==> config.mk <==
export PLATFORM = sky130hd
export DESIGN_NAME = load_store_unit_flat
export DESIGN_NICKNAME = d
export VERILOG_FILES = /design/src/rtl/load_store_unit_if.sv /design/src/rtl/load_store_unit.sv /design/src/flat_wrapper.sv
export SDC_FILE = /design/constraint.sdc
export NUM_CORES = 1
export LEC_CHECK = 0
export CORE_MARGIN = 2
export CORE_UTILIZATION = 35
export CTS_BUF_LIST = sky130_fd_sc_hd__clkbuf_4
export CTS_CLUSTER_SIZE = 25
export DETAILED_ROUTE_END_ITERATION = 10
export GPL_TIMING_DRIVEN = 1
export PLACE_DENSITY = 0.66
export SYNTH_ARGS = -nofsm -noshare
export SYNTH_HDL_FRONTEND = slang
export SYNTH_SLANG_ARGS = --single-unit
==> constraint.sdc <==
create_clock -name clk -period 4.65 [get_ports clk]
set_input_delay 0.465 -clock clk [delete_from_list [all_inputs] [get_ports clk]]
set_output_delay 0.465 -clock clk [all_outputs]
set_load 0.05 [all_outputs]
==> src/rtl/load_store_unit_if.sv <==
// Pipeline-request, response and data-memory signals of the load/store unit.
// master: the load_store_unit itself; slave: the pipeline/memory side.
interface load_store_unit_if #(
    parameter int unsigned ADDR_W = 32
);
    localparam int unsigned DATA_W = 32;

    logic              req_valid;
    logic              req_ready;
    logic              req_we;
    logic [1:0]        req_size;
    logic              req_unsigned;
    logic [ADDR_W-1:0] req_addr;
    logic [DATA_W-1:0] req_wdata;

    logic              resp_valid;
    logic [DATA_W-1:0] resp_rdata;
    logic              resp_err;

    logic [ADDR_W-1:0] mem_addr;
    logic [DATA_W-1:0] mem_wd;
    logic              mem_we;
    logic [DATA_W-1:0] mem_rd;

    modport master (
        input  req_valid, req_we, req_size, req_unsigned, req_addr, req_wdata, mem_rd,
        output req_ready, resp_valid, resp_rdata, resp_err, mem_addr, mem_wd, mem_we
    );

    modport slave (
        output req_valid, req_we, req_size, req_unsigned, req_addr, req_wdata, mem_rd,
        input  req_ready, resp_valid, resp_rdata, resp_err, mem_addr, mem_wd, mem_we
    );
endinterface

==> src/rtl/load_store_unit.sv <==
// Load/store unit: byte/half/word accesses to a 4-byte-write memory, sub-word stores via read-modify-write.
// Optional MISALIGN_TRAP_EN: misaligned half/word requests complete at once with resp_err=1 and no memory access.
module load_store_unit #(
    parameter int unsigned ADDR_W = 32
) (
    input  logic                 clk,
    input  logic                 rst,
    load_store_unit_if.master    io_bus
);
    localparam int unsigned DATA_W = 32;

    typedef enum logic [1:0] {
        ST_IDLE = 2'd0,
        ST_RD   = 2'd1,
        ST_WR   = 2'd2,
        ST_DONE = 2'd3
    } state_t;

    typedef struct packed {
        logic              we;
        logic [1:0]        size;
        logic              uns;
        logic [ADDR_W-1:0] addr;
        logic [DATA_W-1:0] wdata;
    } req_t;

    state_t            r_state;
    state_t            w_next;
    req_t              r_req;
    req_t              w_req_in;
    logic [DATA_W-1:0] r_word;
    logic [DATA_W-1:0] r_rdata;
    logic [DATA_W-1:0] w_load_ext;
    logic [DATA_W-1:0] w_merge;
    logic              w_accept;
    logic              w_in_word;
    logic              w_trap;

    assign w_accept  = io_bus.req_valid && (r_state == ST_IDLE);
    assign w_in_word = io_bus.req_size[1];

    assign w_req_in = '{
        we:    io_bus.req_we,
        size:  io_bus.req_size,
        uns:   io_bus.req_unsigned,
        addr:  io_bus.req_addr,
        wdata: io_bus.req_wdata
    };

`ifdef MISALIGN_TRAP_EN
    logic r_err;

    // Half needs addr[0]==0, word (size 10/11) needs addr[1:0]==0.
    assign w_trap = ((io_bus.req_size == 2'b01) && io_bus.req_addr[0]) ||
                    (w_in_word && (io_bus.req_addr[1:0] != 2'b00));

    always_ff @(posedge clk) begin
        if (rst) begin
            r_err <= 1'b0;
        end else if (w_accept) begin
            r_err <= w_trap;
        end
    end

    assign io_bus.resp_err = r_err;
`else
    assign w_trap          = 1'b0;
    assign io_bus.resp_err = 1'b0;
`endif

    // Sign/zero extension of the word currently presented on mem_rd.
    always_comb begin
        w_load_ext = io_bus.mem_rd;
        case (r_req.size)
            2'b00: begin
                if (r_req.uns) begin
                    w_load_ext = {24'h0, io_bus.mem_rd[7:0]};
                end else begin
                    w_load_ext = {{24{io_bus.mem_rd[7]}}, io_bus.mem_rd[7:0]};
                end
            end
            2'b01: begin
                if (r_req.uns) begin
                    w_load_ext = {16'h0, io_bus.mem_rd[15:0]};
                end else begin
                    w_load_ext = {{16{io_bus.mem_rd[15]}}, io_bus.mem_rd[15:0]};
                end
            end
            default: w_load_ext = io_bus.mem_rd;
        endcase
    end

    // Store word: new low bytes over the bytes read back in RD.
    always_comb begin
        w_merge = r_req.wdata;
        case (r_req.size)
            2'b00:   w_merge = {r_word[31:8], r_req.wdata[7:0]};
            2'b01:   w_merge = {r_word[31:16], r_req.wdata[15:0]};
            default: w_merge = r_req.wdata;
        endcase
    end

    always_ff @(posedge clk) begin
        if (rst) begin
            r_state <= ST_IDLE;
        end else begin
            r_state <= w_next;
        end
    end

    always_comb begin
        w_next            = r_state;
        io_bus.req_ready  = 1'b0;
        io_bus.resp_valid = 1'b0;
        io_bus.mem_addr   = '0;
        io_bus.mem_wd     = '0;
        io_bus.mem_we     = 1'b0;
        case (r_state)
            ST_IDLE: begin
                io_bus.req_ready = 1'b1;
                if (w_accept) begin
                    if (w_trap) begin
                        w_next = ST_DONE;
                    end else if (io_bus.req_we && w_in_word) begin
                        w_next = ST_WR;
                    end else begin
                        w_next = ST_RD;
                    end
                end
            end
            ST_RD: begin
                io_bus.mem_addr = r_req.addr;
                w_next          = r_req.we ? ST_WR : ST_DONE;
            end
            ST_WR: begin
                io_bus.mem_addr = r_req.addr;
                io_bus.mem_wd   = w_merge;
                io_bus.mem_we   = !rst;
                w_next          = ST_DONE;
            end
            ST_DONE: begin
                io_bus.resp_valid = 1'b1;
                w_next            = ST_IDLE;
            end
            default: w_next = ST_IDLE;
        endcase
    end

    // Request capture and read-data handling; rdata reads 0 for stores and traps.
    always_ff @(posedge clk) begin
        if (rst) begin
            r_req   <= '0;
            r_word  <= '0;
            r_rdata <= '0;
        end else begin
            if (w_accept) begin
                r_req   <= w_req_in;
                r_rdata <= '0;
            end
            if (r_state == ST_RD) begin
                r_word  <= io_bus.mem_rd;
                r_rdata <= r_req.we ? '0 : w_load_ext;
            end
        end
    end

    assign io_bus.resp_rdata = r_rdata;

endmodule
==> src/flat_wrapper.sv <==
// flat-port wrapper written by rule: the top's interface ports become plain ports
module load_store_unit_flat 
#(
    parameter int unsigned ADDR_W = 32
)
  (clk, rst, io_bus_req_valid, io_bus_req_we, io_bus_req_size, io_bus_req_unsigned, io_bus_req_addr, io_bus_req_wdata, io_bus_mem_rd, io_bus_req_ready, io_bus_resp_valid, io_bus_resp_rdata, io_bus_resp_err, io_bus_mem_addr, io_bus_mem_wd, io_bus_mem_we);
  load_store_unit_if #(.ADDR_W(ADDR_W)) io_bus_i ();
  input  logic clk;
  input  logic rst;
  input wire logic [$bits(io_bus_i.req_valid)-1:0] io_bus_req_valid;
  input wire logic [$bits(io_bus_i.req_we)-1:0] io_bus_req_we;
  input wire logic [$bits(io_bus_i.req_size)-1:0] io_bus_req_size;
  input wire logic [$bits(io_bus_i.req_unsigned)-1:0] io_bus_req_unsigned;
  input wire logic [$bits(io_bus_i.req_addr)-1:0] io_bus_req_addr;
  input wire logic [$bits(io_bus_i.req_wdata)-1:0] io_bus_req_wdata;
  input wire logic [$bits(io_bus_i.mem_rd)-1:0] io_bus_mem_rd;
  output wire logic [$bits(io_bus_i.req_ready)-1:0] io_bus_req_ready;
  output wire logic [$bits(io_bus_i.resp_valid)-1:0] io_bus_resp_valid;
  output wire logic [$bits(io_bus_i.resp_rdata)-1:0] io_bus_resp_rdata;
  output wire logic [$bits(io_bus_i.resp_err)-1:0] io_bus_resp_err;
  output wire logic [$bits(io_bus_i.mem_addr)-1:0] io_bus_mem_addr;
  output wire logic [$bits(io_bus_i.mem_wd)-1:0] io_bus_mem_wd;
  output wire logic [$bits(io_bus_i.mem_we)-1:0] io_bus_mem_we;
  assign io_bus_i.req_valid = io_bus_req_valid;
  assign io_bus_i.req_we = io_bus_req_we;
  assign io_bus_i.req_size = io_bus_req_size;
  assign io_bus_i.req_unsigned = io_bus_req_unsigned;
  assign io_bus_i.req_addr = io_bus_req_addr;
  assign io_bus_i.req_wdata = io_bus_req_wdata;
  assign io_bus_i.mem_rd = io_bus_mem_rd;
  assign io_bus_req_ready = io_bus_i.req_ready;
  assign io_bus_resp_valid = io_bus_i.resp_valid;
  assign io_bus_resp_rdata = io_bus_i.resp_rdata;
  assign io_bus_resp_err = io_bus_i.resp_err;
  assign io_bus_mem_addr = io_bus_i.mem_addr;
  assign io_bus_mem_wd = io_bus_i.mem_wd;
  assign io_bus_mem_we = io_bus_i.mem_we;
  load_store_unit #(.ADDR_W(ADDR_W)) u_core (.clk(clk), .rst(rst), .io_bus(io_bus_i));
endmodule
==> After elaboration in Yosys (flattened, before gate mapping) <==
Index checks and enable logic that the tools add are counted.
{ "word_totals": {"input_bits": 103, "mem_bits_rw": 0, "wordCells": 36, "reg_bits": 134, "latch_bits": 0, "out_inout_bits": 100, "memories": 0, "rom_bits": 0} }
{ "classes": {"order_cmp": 0, "n_reduce_logical": 7, "mux": 16, "addsub": 0, "bitwise_logic": 0, "multipliers": 0, "shift": 0, "n_eq_ne": 5, "n_div": 0} }
{ "ops": {"columns": ["cell", "count"], "rows": [
  ["32-bit two-way mux", 7],
  ["32-bit case mux with 2 select lines", 2],
  ["2-bit case mux with 4 select lines", 1],
  ["2-bit by 1-bit == test with 1-bit output (second input constant)", 2],
  ["2-bit == test (second input constant)", 2],
  ["2-bit zero test", 2],
  ["1-bit two-way mux", 4],
  ["2-bit two-way mux", 2],
  ["1-bit logical AND", 2],
  ["2-bit by 1-bit inequality test with 1-bit output (second input constant)", 1],
  ["2-bit nonzero test", 1],
  ["2-bit OR reduction", 1],
  ["1-bit zero test", 1]
]} }

==> Depth between registers and ports, before layout <==
Gate-level depths: netlist of the first run.
{ "depth": {"depth_word": 4, "ltp_mapped": 8, "ltp_nobuf": 5} }

==> Worst setup path after synthesis of the first run <==
OpenSTA, ideal clock, no wires.
{ "synth_timing": {"path_kind": "register to output", "from": "reg u_core.r_state[0]", "to": "out io_bus_mem_wd[11]", "required_ns": 4.185, "setup_slack_ns": 2.162, "arrival_time_ns": 2.023, "n_path_buf": 1, "stages_incl_launch_ff": 5, "cell_sequence": "dfxtp_1 > inv_1 > ha_1 > clkbuf_1 > a21boi_0"} }
{ "synth_between": {"elab_chain_cells": 2} }
{ "synth_lines": {"columns": ["item", "line", "text"], "rows": [
  ["start, declared", "load_store_unit.sv:27", "state_t r_state;"],
  ["start signal, assigned", "load_store_unit.sv:107", "r_state <= w_next;"],
  ["2-bit == test", "load_store_unit.sv:118", "case (r_state)"],
  ["32-bit two-way mux", "load_store_unit.sv:118", null],
  ["end, declared", "flat_wrapper.sv:22", "output wire logic [$bits(io_bus_i.mem_wd)-1:0] io_bus_mem_wd;"]
]} }
Every way passes these cells.

==> Worst setup path in the final report of the first run <==
{ "layout_timing": {"from": "reg u_core.r_state[0]", "to": "out io_bus_mem_wd[8]"} }
Same word-level chain as after synthesis.

==> results.tsv, run 1 <==
metric	value	unit
status	complete, no violations	
leading post-synthesis cells by cell area	dfxtp_1 48%, nand2_1 12%, a21oi_1 9.6%	
critical path's top delay family	buffers and inverters	
Switching Power	0.00166	W
first-pass GRT wire length	25000	um
CP Depth	4	
largest net degree at the start of global routing	92	
Final Cycle Share	74.8	%
Post-synth EDFFs	0	
gp weighted congestion	0.757	
WL per Instance	15.6	um
leak pwr	2.71	nW
r2r endpoint	u_core.io_bus.resp_rdata[31]	
htree depth	4	
PortBufs	201	
Reg2Reg Depth	6	
initial antenna violation count	0	
post-synthesis sequential area ratio	47.8	%
Buf+Inv Stages, Crit Path	2	
maxcap violations	0	
Critical Path Start	u_core.r_state[0]	
clk root buf	clkbuf_4	
Total Negative Setup Slacks	0	ns
Worst Skew	0.0116	ns
VDD IR max	0.000264	V
Crit-path slowest cell	ha_1	
Int Power	0.00232	W
hold path depth	2	
ys flop type	dfxtp_1	
critical path peak fanout	33	
Rows	44	
crit path cell chain	inv_1 -> ha_1 -> a21boi_0 -> clkdlybuf4s50_1	
Post-DP HPWL	10700	um
P per Cell Area	522	nW/um2
post-synth cell types	34	
Min-Delay Endpoint	u_core.r_req[58]	
vias	4898	
IO Count	203	
post-DR vias/cell	4.89	
Final Hold Fails	0	
crit path time final	3.48	ns
Final #Nets	912	
drt first pass iters	5	
die area	16100	um2
die height	127	um
Core ar.	14600	um2
DRC	0	
crit path DAT	3.01	ns
share of layout cells above drive strength 1	5.63	%
Req. time, crit path	4.18	ns
syn nets	737	
CP Class	reg2out	
starting density of the core	36.1	%
flop2flop setup slack	1.81	ns
Worst-path clk slew	0.11	ns
Critical Path End Type	primary output	
clk buf depth	2	
post-CTS setup buffer count	0	
die width	127	um
max-slew violations	0	
Clock Latency Late Sink	0.53	ns
CTS tree	yes	
total track usage	19.6	%
Hold Crit Class	in2reg	
RSZ-0062 raised after global routing	false	
Yosys reg bits	126	
Num CTS Buffers	17	
vias in the first global route	5061	
Routed WL	15600	um
Hold Startpoint	rst	
CTS resizes	0	
diode count	0	
relative slew slack	28.2	%
GR Overflow Total	0	
Antenna Violating Nets Remaining	0	
count of final setup violators	0	
Peak Freq	287	MHz
slew at the pin closest to its max-slew limit	1.08	ns
Reg power frac	35.3	%
Cells after Synth	629	
Yosys top cell by area	dfxtp_1	
r2r startpoint	u_core.r_state[1]	
P&R area growth vs syn	44.3	%
combinational share of power	44.5	%
initial DRC count	256	
CP max stage delay	0.89	ns
synthesized area	5280	um2
Startpoint Class	flip-flop	
Synth top area share	47.8	%
warnings from Yosys	0	
switch share	41.6	%
share of synthesized registers carrying an async set or reset	0	%
clock power share	20.2	%
CTS Hold Bufs	0	
total power draw	0.00398	W
Synth Area per Inst	8.39	um2
# clock sinks	126	
cell usage after synthesis, types with 7 or more instances:
library cell  count
nand2_1         162
dfxtp_1         126
a21oi_1         101
and2_1           41
mux2i_1          40
nor2_1           27
buf_2            19
nor2b_1          18
clkbuf_1         17
a22oi_1          12
o2bb2ai_1         9
a21boi_0          8
nand3b_1          8
buf_4             7
per-stage QoR:
stage / instance area [um2] / setup slack (ns) / hold slack [ns] / instances / utilization (%)
finish: 7620 / 1.17 / 0.329 / 1001 / 52.0
floorplan: 5280 / 2.16 / 0.432 / 629 / -
global placement: 7320 / 1.79 / 0.437 / 969 / 50.0
global route: 7620 / 0.937 / 0.274 / 1001 / 52.0
detailed placement: 7320 / 1.69 / 0.444 / 969 / 50.0
CTS: 7620 / 1.04 / 0.268 / 1001 / 52.0
power groups by stage:
stage / Clock, W / Combinational (W) / Sequential [W]
detailed placement: 0 / 0.00179 / 0.00143
finish: 0.000803 / 0.00177 / 0.00140
CTS: 0.000826 / 0.00179 / 0.00140
floorplan: 0 / 0.00108 / 0.00159
global route: 0.000877 / 0.00191 / 0.00143
global placement: 0 / 0.00176 / 0.00142
cell usage in the layout (no fill, tap or decap), drive strengths merged, types with 4 or more instances in the layout:
master         Yosys  layout
ha                 5       5
nand3b             8       8
nor2              27      27
buf               32       6
clkbuf            18      25
a32oi              4       4
nor2b             18      18
a21oi            102     102
a21boi             8       8
o2bb2ai            9       9
mux2i             40      40
clkdlybuf4s50      0     200
and2              41      41
dfxtp            126     126
a22oi             12      12
nand2            162     162
worst reg2reg max path, stage by stage, from the launching register on:
cell and delay [ns]:
dfxtp_1 0.36, inv_1 0.15, ha_2 0.49, buf_4 0.47
and2b_1 0.58, nand3_2 0.46, a21oi_1 0.26
sequential cells by signal, indices dropped and copies added (netlist names):
name and flops:
u_core.r_req 68, u_core.r_state 2, u_core.r_word 24, u_core.io_bus.resp_rdata 32
kinds of logic (layout without fill, tap and decap cells):
group / Yosys count / after routing / share of synthesized area (%)
compound gates: 138 / 138 / 15.2
fa+ha+maj: 5 / 5 / 1.18
buf+inv: 53 / 241 / 4.88
flops: 126 / 126 / 47.8
mux: 41 / 41 / 7.80
other cells: 1 / 1 / 0.0710
simple gates: 265 / 265 / 23.1
layout make-up:
cell class                 instances  area (um2)
inverter                           3        11.3
clock inverter                     7         113
clock buffer                      25         188
timing repair buffer             206        2050
tap                              184         230
multi-input combinational        450        2510
sequential                       126        2520
fill                            1390        7030
layer usage:
layer  wire length, um  GRT usage [%]  part of all wire, %
met5                 0              0                    0
met1              6700           22.2                   43
met4               157           6.53                  1.0
met2              7470           32.8                   48
met3              1320           9.07                  8.4
how the worst max path moves through the flow:
stage                           to  slack, ns
2_1_floorplan    io_bus_mem_wd[11]       2.16
3_5_place_dp      io_bus_mem_wd[8]       1.69
5_1_grt          io_bus_mem_wd[10]       0.94
4_1_cts           io_bus_mem_wd[8]       1.04
3_3_place_gp   io_bus_mem_addr[21]       1.79
6_report          io_bus_mem_wd[8]       1.17
(Power assumes the default switching activity.)
==> run 2: changes to the inputs <==
Settings changed: PLACE_DENSITY 0.66 to 0.69.
Clock period 4.65 ns to 3.12 ns, I/O delays scaled along.
==> run 2 against run 1 <==
Routed wire length increased by 0.18%. Cell count grew 0.40%. Sequential power rose by 51%. Critical path type unchanged. Largest power group unchanged.
==> results.tsv, run 2 (synthesis gave the netlist of run 1 again) <==
metric	value	unit	change
status	complete, no violations		
diode count	0		unchanged
Final Cycle Share	93.0	%	
maxcap violations	0		unchanged
CP Class	reg2out		
Req. time, crit path	2.81	ns	-1.37 ns
P per Cell Area	786	nW/um2	+50%
VDD IR max	0.000538	V	+100%
Startpoint Class	flip-flop		
Num CTS Buffers	17		unchanged
relative slew slack	43.3	%	+15 points
Largest Register	u_core.r_req		
Total Negative Setup Slacks	0	ns	unchanged
share of layout cells above drive strength 1	6.70	%	+1.1 points
Core ar.	14600	um2	unchanged
IO Count	203		unchanged
Final Hold Fails	0		unchanged
Worst-path clk slew	0.11	ns	about the same
Final #Nets	916		+0.44%
crit path time final	2.90	ns	
most frequent cells in the layout	191 x clkdlybuf4s50_1, 161 x nand2_1, 126 x dfxtp_1		
post-CTS setup buffer count	0		unchanged
DRC	0		unchanged
GR Overflow Total	0		unchanged
WL per Instance	15.6	um	-0.22%
die height	127	um	unchanged
post-DR vias/cell	4.96		+1.4%
initial antenna violation count	0		unchanged
Post-DP HPWL	11100	um	+2.9%
htree depth	4		unchanged
initial DRC count	227		-11%
largest net degree at the start of global routing	71		-23%
max-slew violations	0		unchanged
Rows	44		unchanged
Final Util	53.1	%	+1.1 points
clk buf depth	2		unchanged
CTS tree	yes		
slew at the pin closest to its max-slew limit	0.850	ns	-0.227 ns
leak pwr	2.78	nW	+2.6%
crit path DAT	2.59	ns	-0.42 ns
max FFs per register	68		unchanged
Worst Skew	0.0125	ns	+0.000986 ns
RSZ-0062 raised after global routing	false		
Peak Freq	345	MHz	
die width	127	um	unchanged
Routed WL	15700	um	+0.18%
P&R area growth vs syn	47.4	%	
PortBufs	201		unchanged
hold path depth	2		unchanged
Hold Crit Class	in2reg		
Reg2Reg Depth	5		-1
total track usage	19.7	%	+0.086 points
commonest non-fill, non-tap cell in the layout	clkdlybuf4s50_1		
Antenna Violating Nets Remaining	0		unchanged
die area	16100	um2	unchanged
first-pass GRT wire length	25400	um	+1.7%
Clock Latency Late Sink	0.52	ns	about the same
clk root buf	clkbuf_4		
count of final setup violators	0		unchanged
starting density of the core	36.1	%	unchanged
vias in the first global route	5032		-0.57%
critical path peak fanout	33		unchanged
vias	4988		+1.8%
Critical Path End Type	primary output		
drt first pass iters	4		-1
gp weighted congestion	0.754		-0.46%
# clock sinks	126		unchanged
run 2: changes by cell type in the layout (fill, tap and decap cells not counted), moves of 2 or more:
cell             change
clkinv_2             -2
clkdlybuf4s50_1      -9
bufinv_16            +2
buf_4                +3
clkbuf_4             -7
clkinv_1             +5
buf_12              +10
run 2: layer usage:
layer | GRT usage (%) | share of wire, % | vias up
li1 | - | - | 2445
met1 | 22.3 | 42 | 2367
met2 | 34.5 | 49 | 159
met3 | 7.51 | 7.6 | 17
met4 | 5.56 | 1.5 | 0
met5 | 0 | 0 | -
run 2: final timing paths:
kind,endpoint,startpoint,slack (ns)
setup / recovery,io_bus_mem_addr[18],u_core.r_state[1],0.22
hold / removal,u_core.r_word[9],rst,0.26
setup reg to reg,u_core.io_bus.resp_rdata[30],u_core.r_state[1],0.99
hold reg to reg,u_core.r_req[46],u_core.r_req[46],0.46
run 2: critical path, stage by stage, from the launching register on:
cell	delay (ns)
dfxtp_1	0.39
inv_1	0.12
ha_1	0.29
buf_4	0.27
and2_1	0.19
clkdlybuf4s50_1	0.81
run 2: stage by stage:
stage          worst slack (ns)  instance area (um2)  hold WS (ns)  power, W  instances
3_5_place_dp              0.665                 7450         0.443   0.00487        973
3_3_place_gp              0.705                 7450         0.438   0.00480        973
6_report                  0.219                 7780         0.257   0.00612       1005
2_1_floorplan             0.785                 5280         0.432   0.00397        629
4_1_cts                  0.0469                 7780         0.208   0.00619       1005
5_1_grt                  0.0354                 7780         0.217   0.00648       1005
run 2: cell type report:
type                            instances  area [um2]
Clock buffer                           18         135
Inverter                                3        11.3
Timing Repair Buffer                  210        2180
Clock inverter                         14         198
Tap cell                              184         230
Sequential cell                       126        2520
Fill cell                            1352        6860
Multi-Input combinational cell        450        2510
run 2: power by group:
part | leakage (nW) | internal (W) | total [W] | switching [W]
clock network | 0.170 | 0.000712 | 0.00131 | 0.000601
logic | 1.58 | 0.000969 | 0.00270 | 0.00173
registers | 1.03 | 0.00193 | 0.00211 | 0.000180
run 2: what timing repair did:
| item | CTS | global route |
|---|---|---|
| gates resized for setup | 0 | 1 |
| endpoints found under the setup margin | 0 | 8 |
| hold buffers | 0 | 0 |
